### src/rtl/pc_ctrl_pkg.sv
// pc_ctrl_pkg: shared constants and the FSM state type for pc_control.
package pc_ctrl_pkg;
  localparam logic [2:0] COND_FALSE = 3'd0;
  localparam logic [2:0] COND_ZERO  = 3'd1;
  localparam logic [2:0] COND_NZERO = 3'd2;
  localparam logic [2:0] COND_GE    = 3'd3;
  localparam logic [2:0] COND_LEQZ  = 3'd4;
  localparam logic [2:0] COND_LNEZ  = 3'd5;
  localparam logic [2:0] COND_LT    = 3'd6;
  localparam logic [2:0] COND_TRUE  = 3'd7;
  localparam logic [1:0] PCS_ALU  = 2'd0;
  localparam logic [1:0] PCS_ADDR = 2'd1;
  localparam logic [1:0] PCS_JUMP = 2'd2;
  localparam logic [1:0] PCS_RS   = 2'd3;
  typedef enum logic {ST_RUN, ST_EXC} pc_state_t;
endpackage

### src/rtl/pc_cond_eval.sv
// pc_cond_eval: combinational branch condition decode from ALU flags.
module pc_cond_eval
  import pc_ctrl_pkg::*;
(
  input  logic [2:0] cond,
  input  logic       zero,
  input  logic       less,
  output logic       cond_true
);
  always_comb
    cond_true = cond == COND_FALSE ? 1'b0 :
                cond == COND_ZERO  ? zero :
                cond == COND_NZERO ? !zero :
                cond == COND_GE    ? !less :
                cond == COND_LEQZ  ? less == zero :
                cond == COND_LNEZ  ? less != zero :
                cond == COND_LT    ? less :
                cond == COND_TRUE;
endmodule

### src/rtl/pc_control.sv
// pc_control: program counter update, single-level exception/return and optional branch statistics.
// Define PC_CTRL_BRANCH_STATS_EN to build the saturating taken/not-taken branch counters.
module pc_control
  import pc_ctrl_pkg::*;
#(
  parameter int                DATA_W     = 32,
  parameter logic [DATA_W-1:0] RESET_PC   = '0,
  parameter logic [63:0]       EXC_VECTOR = 64'h0000_0080
) (
  input  logic              clk,
  input  logic              rst_n,
  input  logic              pc_write,
  input  logic              pc_write_cond,
  input  logic [2:0]        cond,
  input  logic [1:0]        pc_source,
  input  logic              zero,
  input  logic              less,
  input  logic [DATA_W-7:0] instr_idx,
  input  logic [DATA_W-1:0] alu_out,
  input  logic [DATA_W-1:0] addr_reg,
  input  logic [DATA_W-1:0] rs_val,
  input  logic              exc_req,
  input  logic              eret,
  output logic [DATA_W-1:0] pc_out,
  output logic [DATA_W-1:0] epc_out,
  output logic              pc_write_en,
  output logic              exc_ack,
  output logic [15:0]       br_taken_cnt,
  output logic [15:0]       br_nottaken_cnt
);
  localparam logic [DATA_W-1:0] EXC_VEC = EXC_VECTOR[DATA_W-1:0];
  pc_state_t         state;
  logic              cond_true;
  logic [DATA_W-1:0] jump_tgt;
  logic [DATA_W-1:0] pc_next;
  pc_cond_eval u_cond (.cond(cond), .zero(zero), .less(less), .cond_true(cond_true));
  assign jump_tgt    = {pc_out[DATA_W-1:DATA_W-4], instr_idx, 2'b00};
  assign pc_write_en = state == ST_RUN && (pc_write || (pc_write_cond && cond_true));
  always_comb begin
    pc_next = alu_out;
    case (pc_source)
      PCS_ALU:  pc_next = alu_out;
      PCS_ADDR: pc_next = addr_reg;
      PCS_JUMP: pc_next = jump_tgt;
      PCS_RS:   pc_next = rs_val;
    endcase
  end
  // EXC lasts one cycle; the vector load and exc_ack land together on leaving it.
  always_ff @(posedge clk or negedge rst_n) begin
    if (!rst_n) begin
      state   <= ST_RUN;
      pc_out  <= RESET_PC;
      epc_out <= '0;
      exc_ack <= 1'b0;
    end else begin
      exc_ack <= state == ST_EXC;
      if (state == ST_EXC) begin
        pc_out <= EXC_VEC;
        state  <= ST_RUN;
      end else if (exc_req) begin
        epc_out <= pc_out;
        state   <= ST_EXC;
      end else if (eret) begin
        pc_out <= epc_out;
      end else if (pc_write_en) begin
        pc_out <= pc_next;
      end
    end
  end
`ifdef PC_CTRL_BRANCH_STATS_EN
  logic br_evt;
  assign br_evt = state == ST_RUN && pc_write_cond && !exc_req && !eret;
  always_ff @(posedge clk or negedge rst_n) begin
    if (!rst_n) begin
      br_taken_cnt    <= '0;
      br_nottaken_cnt <= '0;
    end else if (br_evt) begin
      if (cond_true && br_taken_cnt != 16'hFFFF) br_taken_cnt <= br_taken_cnt + 16'd1;
      if (!cond_true && br_nottaken_cnt != 16'hFFFF) br_nottaken_cnt <= br_nottaken_cnt + 16'd1;
    end
  end
`else
  assign br_taken_cnt    = '0;
  assign br_nottaken_cnt = '0;
`endif
endmodule
### config.mk
export PLATFORM = sky130hd
export DESIGN_NAME = pc_control
export DESIGN_NICKNAME = d
export VERILOG_FILES = /design/src/rtl/pc_ctrl_pkg.sv /design/src/rtl/pc_cond_eval.sv /design/src/rtl/pc_control.sv
export SDC_FILE = /design/constraint.sdc
export NUM_CORES = 1
export LEC_CHECK = 0
export CORE_MARGIN = 1.5
export CORE_UTILIZATION = 43
export CTS_CLUSTER_SIZE = 14
export DETAILED_ROUTE_END_ITERATION = 8
export GPL_TIMING_DRIVEN = 0
export HOLD_SLACK_MARGIN = 0.02
export MAX_ROUTING_LAYER = met4
export PLACE_DENSITY = 0.95
export REMOVE_ABC_BUFFERS = 1
export SLEW_MARGIN = 20
export SYNTH_ARGS = -nofsm -noshare
export SYNTH_HDL_FRONTEND = slang
export SYNTH_SLANG_ARGS = --single-unit
### constraint.sdc
create_clock -name clk -period 4 [get_ports clk]
set_input_delay 0.4 -clock clk [delete_from_list [all_inputs] [get_ports clk]]
set_output_delay 0.4 -clock clk [all_outputs]
set_load 0.02 [all_outputs]
; Word level (Yosys, flattened, before mapping)
; Cells that the tools add are included.
[totals]
reg_bits = 66
wordCells = 45
in_bits = 135
output_inout_bits = 98
[classes]
n_reduce_logical = 11
bitwise = 1
n_mux = 14
eq_ne = 14
[ops]
columns = operator, n
row1 = $mux 32, 4
row2 = $pmux 32 s4, 1
row3 = $eq 3x3->1 const B, 4
row4 = $mux 1, 9
row5 = $eq 3x2->1 const B, 2
row6 = $eq 2x2->1 const B, 2
row7 = $reduce_and 2->1, 2
row8 = $eq 3x1->1 const B, 1
row9 = $logic_not 3->1, 1
row10 = $ne 3x3->1 const B, 1
row11 = $reduce_and 3->1, 1
row12 = $reduce_bool 3->1, 1
row13 = $eq 2x1->1 const B, 1
row14 = $logic_and 1x1->1, 2
row15 = $logic_not 1->1, 2
row16 = $logic_not 2->1, 1
row17 = $ne 2x1->1 const B, 1
row18 = $eq 1x1->1, 1
row19 = $logic_or 1x1->1, 1
row20 = $ne 1x1->1, 1
row21 = $not 1->1, 1

; Longest topological paths before layout
; Gate-level depths: netlist (run 1).
[logic_depth]
word_depth = 15
ltp_mapped = 7
depth_no_buf = 5

; By module
; A second synthesis (run 1) with hierarchy kept.
[hier_totals]
hier_cells = 300
hier_area_um2 = 3844.9
[by_module_without_submodules]
columns = module, cells_per_inst, area_each_um2, n_inst, seq_area_each_um2
row1 = pc_control, 290, 3769.9, 1, 1651.6
row2 = pc_cond_eval, 10, 75.1, 1, 0.0

; Worst setup path after synthesis (run 1)
; No wires, ideal clock.
[synth_path]
kind = in2out
startpoint = input zero
endpoint = output pc_write_en
cell_stages = 6
t_arrival_ns = 1.763
n_path_buf = 1
required_time_ns = 3.600
slack_ns = 1.837
cell_sequence = or4b_4 a21oi_4 o41a_4 buf_2 nor2_1 nor2_1
[synth_via]
elab_chain_len = 10
elab_cells_between_ends = 12
cone_classes = eq/ne (2) / mux (6) / reduce/logical (4)
[synth_lines]
columns = item, line_no
row1 = "start, declared", pc_control.sv:16  ; input logic zero,
row2 = $ne 1x1->1, pc_cond_eval.sv:16  ; cond == COND_LNEZ ? less != zero :
row3 = $mux 1, pc_cond_eval.sv:16
row4 = $mux 1, pc_cond_eval.sv:15  ; cond == COND_LEQZ ? less == zero :
row5 = $mux 1, pc_cond_eval.sv:14  ; cond == COND_GE ? !less :
row6 = $mux 1, pc_cond_eval.sv:13  ; cond == COND_NZERO ? !zero :
row7 = $mux 1 *, pc_cond_eval.sv:12  ; cond == COND_ZERO ? zero :
row8 = $mux 1 *, pc_cond_eval.sv:11  ; cond_true = cond == COND_FALSE ? 1'b0 :
row9 = $logic_and 1x1->1 *, pc_control.sv:38  ; assign pc_write_en = state == ST_RUN && (pc_write || (pc_write_cond && cond_true));
row10 = $logic_or 1x1->1 *, pc_control.sv:38
row11 = $logic_and 1x1->1 *, pc_control.sv:38
row12 = "end, declared", pc_control.sv:26  ; output logic pc_write_en,
; Mark *: on every way between the ends. The rest lies on a longest branch, timed or not.

; Worst setup path after layout (run 1)
[layout_path]
startpoint = input cond[0]
endpoint = output pc_write_en
[layout_via]
elab_chain_len = 11
elab_cells_between_ends = 18
cone_classes = eq/ne (7) / mux (7) / reduce/logical (4)
[layout_lines]
columns = item, line_no
row1 = "start, declared", pc_control.sv:14  ; input logic [2:0] cond,
row2 = $eq 3x3->1 (on tied branches), "pc_cond_eval.sv:18, pc_cond_eval.sv:17"
row3 = $mux 1, pc_cond_eval.sv:17  ; cond == COND_LT ? less :
row4 = $mux 1, pc_cond_eval.sv:16
row5 = $mux 1, pc_cond_eval.sv:15
row6 = $mux 1, pc_cond_eval.sv:14
row7 = $mux 1, pc_cond_eval.sv:13
row8 = $mux 1, pc_cond_eval.sv:12
row9 = $mux 1 *, pc_cond_eval.sv:11
row10 = $logic_and 1x1->1 *, pc_control.sv:38
row11 = $logic_or 1x1->1 *, pc_control.sv:38
row12 = $logic_and 1x1->1 *, pc_control.sv:38
; Marks and branches as above.

==> results of run 1 <==
-- logic make-up (layout without fill, tap and decap cells) --
group                  after synthesis  in the layout  share of synthesized area
and+or+nand+nor                     29             29                     0.0386
DFF                                 66             66                      0.392
muxes                               96             96                      0.317
other                                1             32                   0.000889
AOI/OAI and AO/OA                   68             68                      0.158
buffers and inverters               68            224                     0.0946
-- state kept, by name, indices dropped and copies added (netlist names) --
signal	cells
exc_ack	1
state	1
epc_out	32
pc_out	32
-- layout make-up --
cell class	instances	area, um^2
Clock buffer	13	149
Clock inverter	3	15.0
Fill cell	691	3030
Inverter	4	15.0
Multi-Input combinational cell	225	2290
Sequential cell	66	1650
Tap cell	129	161
Timing Repair Buffer	204	2060
-- through the flow --
step	area [um^2]	cells	hold WS, ns
CTS	6340	644	0.542
floorplan	3950	295	0.104
global placement	6110	624	0.513
finish	6340	644	0.542
detailed placement	6170	627	0.360
global route	6340	644	0.558
-- worst max-delay path, delay by kind of cell --
family          cells  cell delay, ns
buf+inv             2            1.13
simple gates        3            0.76
compound gates      2            0.53
-- routing by layer --
layer / wire (um) / part of all wire / GRT usage / vias to the layer above
li1: - / - / - / 1585
met1: 4720 / 0.37 / 0.273 / 1844
met2: 6950 / 0.54 / 0.470 / 199
met3: 940 / 0.073 / 0.0492 / 22
met4: 225 / 0.018 / 0.0875 / 0
met5: 0 / 0 / - / -
-- placed cells by master, fill, tap and decap left out, types with 2 or more instances in the layout --
cell | synthesis | layout
mux2_2 | 38 | 38
o311ai_0 | 19 | 19
o311ai_1 | 6 | 6
a221o_1 | 4 | 4
inv_2 | 1 | 2
a21boi_2 | 2 | 2
mux4_2 | 26 | 26
mux2_1 | 2 | 2
buf_12 | 0 | 2
o211ai_1 | 4 | 4
conb_1 | 1 | 32
a221oi_1 | 2 | 2
clkbuf_8 | 0 | 10
clkbuf_1 | 19 | 3
nand3b_1 | 2 | 2
o211a_1 | 25 | 25
clkinv_2 | 0 | 3
inv_1 | 2 | 2
dfrtp_1 | 66 | 66
nor2_1 | 7 | 6
clkdlybuf4s50_1 | 0 | 196
nor2b_1 | 2 | 2
buf_2 | 7 | 3
nor3_1 | 2 | 2
nand2_1 | 9 | 9
mux2i_1 | 30 | 30
-- worst max path at each step --
stage / from / endpoint / slack (ns)
after floorplan: exc_req / epc_out[0]$_DFFE_PN0P_ / 1.39
after global placement: exc_req / epc_out[27]$_DFFE_PN0P_ / -0.23
after detailed placement: cond[0] / pc_write_en / 0.79
after CTS: cond[0] / pc_write_en / 0.79
after global routing: cond[0] / pc_write_en / 0.67
final: cond[0] / pc_write_en / 0.77
-- power breakdown --
| part | switching, mW | internal (mW) | leakage, nW |
|---|---|---|---|
| clock network | 0.248 | 0.240 | 0.0872 |
| logic | 0.447 | 0.530 | 1.82 |
| registers | 0.109 | 0.797 | 0.828 |
==> metrics, run 1 <==
WHS Path Cells=1; Post-CTS Setup Inserts=0; CTS tree=done; main area contributors after synthesis=dfrtp_1 39%, mux4_2 14%, mux2_2 10%, mux2i_1 7.1%, o211a_1 5.9%; row count=35; final net count=645; MaxCap Viol Count=0; worst r2r src=state$_DFF_PN0_; Slew Viols, Final=0; Die Wd=102 um; clk sinks=66; Final ANT Viol Nets=0; WP data required=3.60 ns; FF+latch count, synth=66; Post-Synthesis Cells=328; GRT Util Overall=0.256; crit-path max FO=26; Pleak=2.73 nW; post-synth top area cell=dfrtp_1; min-delay src=pc_out[4]$_DFFE_PN0P_; async set-reset flop share out of synthesis=1.00; WL/cell=19.9 um; Post-Syn Area per Cell=12.9 um^2; Slew @ Worst Pin=1.08 ns; most frequent cells after synthesis=66 x dfrtp_1, 38 x mux2_2, 32 x buf_4; die height=102 um; WS Path Type=in -> out; worst setup margin=0.772 ns; total gr overflow=0; fmax=310 MHz; initial antenna violation count=0; initial core utilization=0.450; startpoint types=primary input; Clock Tree Buf Depth=2; Routed WL=12,800 um; EDFF count, synth=0; hold buffer count at CTS=1; number of diodes=0; status=finished, final reports clean; Synth Warn #=0; Tmin final=3.23 ns; Max rail drop VDD=208 uV; top-count cell post-synth=dfrtp_1; Core Region=9370 um^2; pre-CTS WS=0.790 ns; CP max-delay cell=clkdlybuf4s50_1; reg-to-reg slack, setup=2.23 ns; synth-to-layout area growth=50.4%; layout cell share with drive strength beyond 1=0.192; WHS Endpoint=epc_out[4]$_DFFE_PN0P_; first-pass GRT wire length=19,600 um; ordered cell list for the critical path=clkdlybuf4s50_1, or4b_4, a21oi_4, o41a_4, nor2_1, nor2_1, clkdlybuf4s50_1; setup_tns=0 ns; post-synth top area share=0.392; CTS clk-pin slew, worst paths=0.07 ns; Crit path largest cell delay=0.62 ns; pwr dens=374 nW/um^2; Die ar.=10,400 um^2; H-tree levels=3; Total Power=2.37 mW; vias=3,650; final setup fails=0; final core utilization=0.677; R2R depth=3; largest net degree at the start of global routing=37; Final Hold Viols=0; library cells used by synthesis=39; RSZ-0062 raised after global routing=false; GPL Wtd Cong=0.742; Crit path arrival time=2.83 ns; Skew-Pair Late Insertion Delay=0.33 ns; count of buffers from port buffering=200; cell area after synthesis=4220 um^2; Synth Flop Type=dfrtp_1; Worst Setup End Kind=output pin; PostCTS Resize Cnt=0; Tcrit/Tclk final=0.807; Hold Path Class=reg -> reg; DP HPWL=9360 um; Seq/Total Area, Yosys=0.392; Root Buffer=clkbuf_8; FF-to-FF End=epc_out[17]$_DFFE_PN0P_; Worst Skew=0.00860 ns; # DRC=0; IO Count=233; Num CTS Buffers=9; Worst slew margin=0.276; router iterations before antenna repair=5; Detailed Route Iter0 Violations=126; number of vias per cell=5.67; vias in the first global route=3,901
Power figures use the tool's default switching activity.
==> inputs of run 2 (changes only) <==
Settings changed: CORE_UTILIZATION 43 to 36, PLACE_DENSITY 0.95 to 0.9.
Clock period 4 ns to 2.9 ns, I/O delays scaled along.
==> run 2 against run 1 <==
  * Clock power is 100% higher
  * Critical endpoint is now pc_out[1]$_DFFE_PN0P_
  * Total power is 51% higher
  * Design area is 2.1% higher
  * Die area is 19% higher
  * Sequential share of layout area is 0.55 points lower
  * Largest cell class unchanged
  * Worst hold slack worse by 0.074 ns
  * Worst setup slack worse by 0.61 ns
  * Wire length is 6.8% higher
  * Final cell count is 2.5% higher
  * First-iteration DRC count is 57% higher
  * Count of clock-buffer cells in the layout stayed put
  * Highest routed layer unchanged
==> metrics, run 2 (synthesis results as in run 1) <==
Total Power=3.58 mW; synth-to-layout area growth=53.7%; DP HPWL=9380 um; CTS clk-pin slew, worst paths=0.05 ns; layout cell share with drive strength beyond 1=0.199; Die Wd=111 um; router iterations before antenna repair=4; busiest grt layer=met2; reg-to-reg slack, setup=1.14 ns; Tcrit/Tclk final=0.943; first-pass GRT wire length=21,700 um; clk sinks=66; Num CTS Buffers=9; FF-to-FF End=epc_out[13]$_DFFE_PN0P_; Post-Layout Cell Count=660; Tmin final=2.74 ns; final net count=647; met3 Usage GRT=0.0519; CTS tree=done; Worst slew margin=0.343; met2 GRT Util=0.415; Fillers=965; Pleak=2.79 nW; Final ANT Viol Nets=0; R2R depth=3; Worst Setup End Kind=flip-flop; WP data required=3.10 ns; commonest non-fill, non-tap cell in the layout=clkdlybuf4s50_1; number of vias per cell=5.58; dpl cells=641; count of buffers from port buffering=200; vias in the first global route=4,095; initial core utilization=0.369; MaxCap Viol Count=0; WS Path Type=in -> reg; die height=111 um; setup_tns=0 ns; # DRC=0; fmax=366 MHz; status=finished, final reports clean; Regs by FF count=epc_out x32, pc_out x32; Worst Skew=0.00508 ns; number of diodes=0; GRT Util Overall=0.230; Core Region=11,400 um^2; WL/cell=20.8 um; met1 GRT Util=0.252; most frequent cells in the layout=194 x clkdlybuf4s50_1, 66 x dfrtp_1, 38 x mux2_2; Clock Tree Buf Depth=2; largest net degree at the start of global routing=35; startpoint types=primary input; placed inst area=6190 um^2; H-tree levels=3; vias=3,683; GPL Wtd Cong=0.731; crit-path max FO=28; Detailed Route Iter0 Violations=198; total gr overflow=0; final setup fails=0; Root Buffer=clkbuf_16; Die ar.=12,400 um^2; Hold Path Class=in -> async; Routed WL=13,700 um; row count=39; Slew Viols, Final=0; Final Hold Viols=0; initial antenna violation count=0; Slew @ Worst Pin=0.980 ns; worst r2r src=state$_DFF_PN0_; Crit path arrival time=2.93 ns; Max rail drop VDD=276 uV; RSZ-0062 raised after global routing=false; pwr dens=553 nW/um^2; Final Instance Area=6480 um^2; Skew-Pair Late Insertion Delay=0.32 ns; IO Count=233
-- run 2: worst max-delay path, cell delays in order --
cell	delay (ns)
clkdlybuf4s50_1	0.52
or4b_4	0.57
a21oi_4	0.25
nor4_2	0.10
o211ai_4	0.81
mux2_1	0.39
-- run 2: metal layers --
| layer | up-vias | wire [um] |
|---|---|---|
| met3 | 21 | 932 |
| met5 | - | 0 |
| li1 | 1597 | - |
| met1 | 1870 | 5110 |
| met4 | 0 | 192 |
| met2 | 195 | 7480 |
-- run 2: repair_timing --
action	4_1_cts	5_1_grt
buffers inserted	1	0
hold buffers	1	0
setup endpoints to repair	1	1
pin swaps	1	0
gates resized for setup	1	1
hold endpoints to repair	32	0
cloned	1	0
-- run 2: power by group --
| group | switching [mW] | internal, mW | total (mW) |
|---|---|---|---|
| combinational | 0.626 | 0.732 | 1.36 |
| clock | 0.379 | 0.598 | 0.977 |
| sequential | 0.145 | 1.10 | 1.25 |
| total | 1.15 | 2.43 | 3.58 |
-- run 2: layout make-up --
class / instances / area, um^2 / share of cell area
multi-input cells: 226 / 2300 / 0.355
repair buffers: 205 / 2060 / 0.318
flip-flops and latches: 66 / 1650 / 0.255
clock buffers: 13 / 250 / 0.0386
well taps: 143 / 179 / 0.0276
inverters: 4 / 18.8 / 0.00290
clock inverters: 3 / 15.0 / 0.00232
-- run 2: per-stage QoR --
stage	util	setup WS (ns)	hold WS [ns]
2_1_floorplan	-	0.398	-0.00559
3_3_place_gp	0.537	-1.30	0.507
3_5_place_dp	0.542	-0.163	0.264
4_1_cts	0.568	0.188	0.459
5_1_grt	0.568	0.0709	0.499
6_report	0.568	0.165	0.468
-- run 2: worst max path at each step --
| stage | from | endpoint | slack (ns) | depth (start not counted) |
|---|---|---|---|---|
| floorplan | exc_req | epc_out[0]$_DFFE_PN0P_ | 0.40 | 3 |
| global placement | exc_req | epc_out[18]$_DFFE_PN0P_ | -1.30 | 4 |
| detailed placement | exc_req | pc_out[0]$_DFFE_PN0P_ | -0.16 | 5 |
| CTS | exc_req | pc_out[0]$_DFFE_PN0P_ | 0.19 | 5 |
| global route | cond[0] | pc_out[0]$_DFFE_PN0P_ | 0.07 | 6 |
| finish | cond[0] | pc_out[1]$_DFFE_PN0P_ | 0.16 | 6 |
